==> src/rtl/monitor_uart_tx.sv <==
// monitor_uart_tx: pops 128-bit monitor words from the upstream single-entry
// register and serializes each as 16 UART frames (start, 8 data LSB first,
// even parity, stop bits, idle gap bits), most significant byte first.
module monitor_uart_tx #(
  parameter int BIT_TICKS = 8,
  parameter int STOP_BITS = 1,
  parameter int GAP_BITS  = 2
) (
  input  logic         CLK,
  input  logic         RESET,
  input  logic         INHIBIT,
  input  logic [127:0] MONITOR_FIFO_DATA,
  input  logic         MONITOR_FIFO_EMPTY,
  output logic         MONITOR_FIFO_READ,
  output logic         UART_TX,
  output logic         BUSY,
  output logic [15:0]  WORDS_SENT
);

  localparam logic [15:0] TICK_LAST = 16'(BIT_TICKS - 1);
  localparam logic [3:0]  STOP_LAST = 4'(STOP_BITS - 1);
  localparam logic [3:0]  GAP_LAST  = 4'(GAP_BITS - 1);
  localparam bit          GAP_EN    = (GAP_BITS != 0);

  typedef enum logic [2:0] {
    S_IDLE,
    S_START,
    S_DATA,
    S_PARITY,
    S_STOP,
    S_GAP
  } state_t;

  state_t         state_q;
  logic [127:0]   shift_q;   // byte in flight always sits in [127:120]
  logic [15:0]    tick_q;    // cycles elapsed within the current bit
  logic [3:0]     bit_q;     // bit index within the current state
  logic [3:0]     byte_q;    // byte index within the word
  logic           tx_q;
  logic           read_q;
  logic           busy_q;
  logic [15:0]    words_q;

  logic [7:0]     cur_byte;
  logic           tick_last;
  logic [2:0]     next_bit_idx;
  logic           frame_last_bit;

  assign cur_byte     = shift_q[127:120];
  assign tick_last    = (tick_q == TICK_LAST);
  assign next_bit_idx = bit_q[2:0] + 3'd1;

  // The frame ends on the last stop bit when there is no gap, otherwise on
  // the last gap bit.
  assign frame_last_bit = GAP_EN ? ((state_q == S_GAP) && (bit_q == GAP_LAST))
                                 : ((state_q == S_STOP) && (bit_q == STOP_LAST));

  // Frame sequencer: pop, bit timing, byte stepping and word completion.
  always_ff @(posedge CLK or posedge RESET) begin
    if (RESET) begin
      state_q <= S_IDLE;
      shift_q <= '0;
      tick_q  <= '0;
      bit_q   <= '0;
      byte_q  <= '0;
      tx_q    <= 1'b1;
      read_q  <= 1'b0;
      busy_q  <= 1'b0;
      words_q <= '0;
    end else begin
      read_q <= 1'b0;
      case (state_q)
        S_IDLE: begin
          if (!MONITOR_FIFO_EMPTY && !INHIBIT) begin
            // Latch now: the upstream may reload while READ is high.
            shift_q <= MONITOR_FIFO_DATA;
            read_q  <= 1'b1;
            busy_q  <= 1'b1;
            tx_q    <= 1'b0;
            tick_q  <= '0;
            bit_q   <= '0;
            byte_q  <= '0;
            state_q <= S_START;
          end else begin
            tx_q <= 1'b1;
          end
        end
        default: begin
          if (!tick_last) begin
            tick_q <= tick_q + 16'd1;
          end else begin
            tick_q <= '0;
            if (frame_last_bit) begin
              bit_q <= '0;
              if (byte_q == 4'd15) begin
                state_q <= S_IDLE;
                busy_q  <= 1'b0;
                words_q <= words_q + 16'd1;
                tx_q    <= 1'b1;
              end else begin
                // Next frame starts immediately with its start bit.
                byte_q  <= byte_q + 4'd1;
                shift_q <= {shift_q[119:0], 8'h00};
                state_q <= S_START;
                tx_q    <= 1'b0;
              end
            end else begin
              case (state_q)
                S_START: begin
                  state_q <= S_DATA;
                  bit_q   <= '0;
                  tx_q    <= cur_byte[0];
                end
                S_DATA: begin
                  if (bit_q == 4'd7) begin
                    state_q <= S_PARITY;
                    tx_q    <= ^cur_byte;
                  end else begin
                    bit_q <= bit_q + 4'd1;
                    tx_q  <= cur_byte[next_bit_idx];
                  end
                end
                S_PARITY: begin
                  state_q <= S_STOP;
                  bit_q   <= '0;
                  tx_q    <= 1'b1;
                end
                S_STOP: begin
                  // Last stop bit without gap is handled as frame end above.
                  if (bit_q == STOP_LAST) begin
                    state_q <= S_GAP;
                    bit_q   <= '0;
                  end else begin
                    bit_q <= bit_q + 4'd1;
                  end
                  tx_q <= 1'b1;
                end
                S_GAP: begin
                  bit_q <= bit_q + 4'd1;
                  tx_q  <= 1'b1;
                end
                default: begin
                  state_q <= S_IDLE;
                  busy_q  <= 1'b0;
                  tx_q    <= 1'b1;
                end
              endcase
            end
          end
        end
      endcase
    end
  end

  assign MONITOR_FIFO_READ = read_q;
  assign UART_TX           = tx_q;
  assign BUSY              = busy_q;
  assign WORDS_SENT        = words_q;

endmodule
==> config.mk <==
export PLATFORM = sky130hd
export DESIGN_NAME = monitor_uart_tx
export DESIGN_NICKNAME = d
export VERILOG_FILES = /design/src/rtl/monitor_uart_tx.sv
export SDC_FILE = /design/constraint.sdc
export NUM_CORES = 1
export LEC_CHECK = 0
export ABC_AREA = 1
export CORE_ASPECT_RATIO = 1.25
export CORE_MARGIN = 2
export CORE_UTILIZATION = 50
export DETAILED_ROUTE_END_ITERATION = 7
export PLACE_DENSITY = 0.83
export SYNTH_ARGS = -nofsm -noshare
export SYNTH_HDL_FRONTEND = slang
export SYNTH_SLANG_ARGS = --single-unit
==> constraint.sdc <==
create_clock -name CLK -period 21.2 [get_ports CLK]
set_input_delay 6.36 -clock CLK [delete_from_list [all_inputs] [get_ports CLK]]
set_output_delay 6.36 -clock CLK [all_outputs]
set_load 0.01 [all_outputs]
==> results.sh <==
export IMPL_syn_nets=1485
export IMPL_viasPerCell=5.20
export IMPL_vias=8822
export IMPL_p_leak_uw=0.00583
export IMPL_antenna_found_initial=0
export IMPL_fillers=1635
export IMPL_setup_viol=0
export IMPL_die_w_um=127
export IMPL_cts_path_max_buffers=2
export IMPL_rsz0062_at_grt="no"
export IMPL_slowest_delay_ps=1000
export IMPL_hold_buffers=0
export IMPL_rows=56
export IMPL_gp_congestion=0.844
export IMPL_synth_area_per_cell_um2=7.06
export IMPL_cts_setup_buffers=0
export IMPL_skew_ps=9.85
export IMPL_fmax_mhz=105
export IMPL_path_cells="clkdlybuf4s50_1 > nor2_1 > nor2_2 > inv_2 > nand2_4 > nor2_8 > buf_4 > nor2_1 > a21oi_1"
export IMPL_synth_commonest_cells="707 x nand2_1, 173 x dfrtp_1, 156 x o21ai_0, 60 x inv_1, 37 x clkbuf_1"
export IMPL_status="finished, final reports clean"
export IMPL_synth_edf_count=0
export IMPL_ys_seq_elements=174
export IMPL_nets=1588
export IMPL_cts_tree="done"
export IMPL_yosysTopAreaCell="dfrtp_1"
export IMPL_netlist_cell_type_count=37
export IMPL_grt_overflow_total=0
export IMPL_routedWlPerCell_um=13.7
export IMPL_die_h_um=158
export IMPL_cp_start_kind="input pin"
export IMPL_drt_initial_drc_count=810
export IMPL_cts_max_level=4
export IMPL_io_pins=151
export IMPL_n_antenna_cell=0
export IMPL_r2r_slack_ps=17270
export IMPL_clk_pin_slew_ps=70
export IMPL_cp_arrival_ps=9860
export IMPL_synth_top_area_share_pct=45.5
export IMPL_core_um2=18700
export IMPL_async_flop_share_pct=100
export IMPL_grt_max_degree=111
export IMPL_cts_buffers=17
export IMPL_end_kind="flip-flop"
export IMPL_synthTopCellsByArea="dfrtp_1 46%, nand2_1 28%, o21ai_0 8.2%"
export IMPL_drc=0
export IMPL_crit_path_max_fanout=110
export IMPL_r2r_cells=9
export IMPL_min_from="shift_q[54]"
export IMPL_vdd_drop_max_v=0.000105
export IMPL_dp_cells=1663
export IMPL_cap_viol_max_count=0
export IMPL_areaGrowthSynthToFinish_pct=21.3
export IMPL_fin_crit_ps=9510
export IMPL_fin_crit_sh_pct=44.9
export IMPL_grt_pass1_vias=8186
export IMPL_cts_resized=0
export IMPL_ys_warnings_count=0
export IMPL_slowest_stage="nor2_8"
export IMPL_fin_cells=1695
export IMPL_die_area_um2=20100
export IMPL_tightest_slew_ps=1070
export IMPL_min_path_type="reg2reg"
export IMPL_total_power_uw=1550
export IMPL_fin_area_um2=11500
export IMPL_grt_pass1_wl_um=38500
export IMPL_crit_path_frequent_cell="nor2_1"
export IMPL_yosysSeqAreaShare_pct=45.8
export IMPL_ctsRootBufferMaster="clkbuf_16"
export IMPL_place_area_um2=11000
export IMPL_synth_area_um2=9510
export IMPL_hold_end="shift_q[54]"
export IMPL_start_util_pct=50.8
export IMPL_hpwl_um=15300
export IMPL_critPathKind="in2reg"
export IMPL_cts_sinks=174
export IMPL_synth_most_common_cell="nand2_1"
export IMPL_cp_required_ps=21550
export IMPL_tns_ps=0
export IMPL_hold_violations=0
export IMPL_drive_above_1_share_pct=3.96
export IMPL_ys_flop_type="dfrtp_1"
export IMPL_antenna_left=0
export IMPL_portBuffers=150
export IMPL_wl_um=23200
export IMPL_drtPass1Iterations=7
export IMPL_hold_path_depth=2
export IMPL_power_density_nw_per_um2=134
export IMPL_reg2reg_from="state_q[2]"
export IMPL_clkLatencyLatePin_ps=430
export IMPL_slew_violations=0
export IMPL_rr_endpoint="shift_q[94]"
export IMPL_gr_usage_all_layers_pct=23.8
export IMPL_relSlewSlack_pct=28.7
export IMPL_syn_inst=1347
-- worst max path at each step --
stage | from | to | slack, ps | cells past startpoint
2_1_floorplan | RESET | BUSY | 10120 | 1
3_3_place_gp | INHIBIT | shift_q[82] | 11320 | 8
3_5_place_dp | INHIBIT | shift_q[84] | 11230 | 8
4_1_cts | INHIBIT | shift_q[94] | 11700 | 9
5_1_grt | INHIBIT | shift_q[121] | 11330 | 8
6_report | INHIBIT | shift_q[94] | 11690 | 9
-- power by group --
group / internal [uW] / leakage [uW] / switching (uW) / total, uW
Sequential: 450 / 0.00226 / 65.3 / 515
Combinational: 213 / 0.00329 / 511 / 724
Clock: 177 / 0.000279 / 133 / 309
-- worst max-delay path: cells and delay by family --
family          cells  cell delay, ps
simple gates        5            1940
compound gates      1             150
buf+inv             3            1320
-- registers in the layout, summed over array words and instances, names as in the netlist --
name	flops
state_q	3
UART_TX	1
shift_q	128
bit_q	4
MONITOR_FIFO_READ	1
tick_q	16
WORDS_SENT	16
byte_q	4
BUSY	1
-- stage by stage --
stage | hold slack, ps | setup WS [ps] | utilization, %
floorplan | 463 | 10120 | -
CTS | 501 | 11700 | 61.7
global placement | 481 | 11320 | 58.5
finish | 500 | 11690 | 61.7
global route | 523 | 11330 | 61.7
detailed placement | 487 | 11230 | 58.5
-- cell usage in the layout (no fill, tap or decap), types with 6 or more instances in the layout --
cell type        instances
ha_1                     6
inv_1                   59
clkdlybuf4s50_1        150
o21a_1                   9
nand2_1                707
xor2_1                  18
dfrtp_1                173
a21oi_1                 13
buf_4                    6
clkbuf_16               17
nor2_1                  34
nor3_1                  16
nand3_1                 34
o21ai_0                156
nand4_1                 10
-- area by class of cell --
class / instances / area [um2] / share of cell area (%)
multi-input combinational: 1034 / 4500 / 39.0
sequential: 174 / 4360 / 37.8
timing repair buffer: 156 / 1550 / 13.4
clock buffer: 18 / 439 / 3.81
tap: 232 / 290 / 2.52
inverter: 67 / 259 / 2.25
clock inverter: 14 / 144 / 1.25
-- logic make-up (layout without fill, tap and decap cells) --
family	count (synthesis)	after routing	synth area share (%)
fa+ha+maj	6	6	0.790
compound gates	186	186	10.2
buf+inv	139	255	6.84
simple gates	821	821	34.4
flops	174	174	45.8
xor+xnor	21	21	1.93
-- routing by layer --
metal | wire [um] | global-route usage, % | vias up
met2 | 11700 | 39.8 | 279
li1 | - | - | 4439
met3 | 1060 | 3.65 | 50
met5 | 0 | 0 | -
met1 | 9780 | 30.7 | 4054
met4 | 685 | 10.1 | 0
Power figures use the tool's default switching activity.
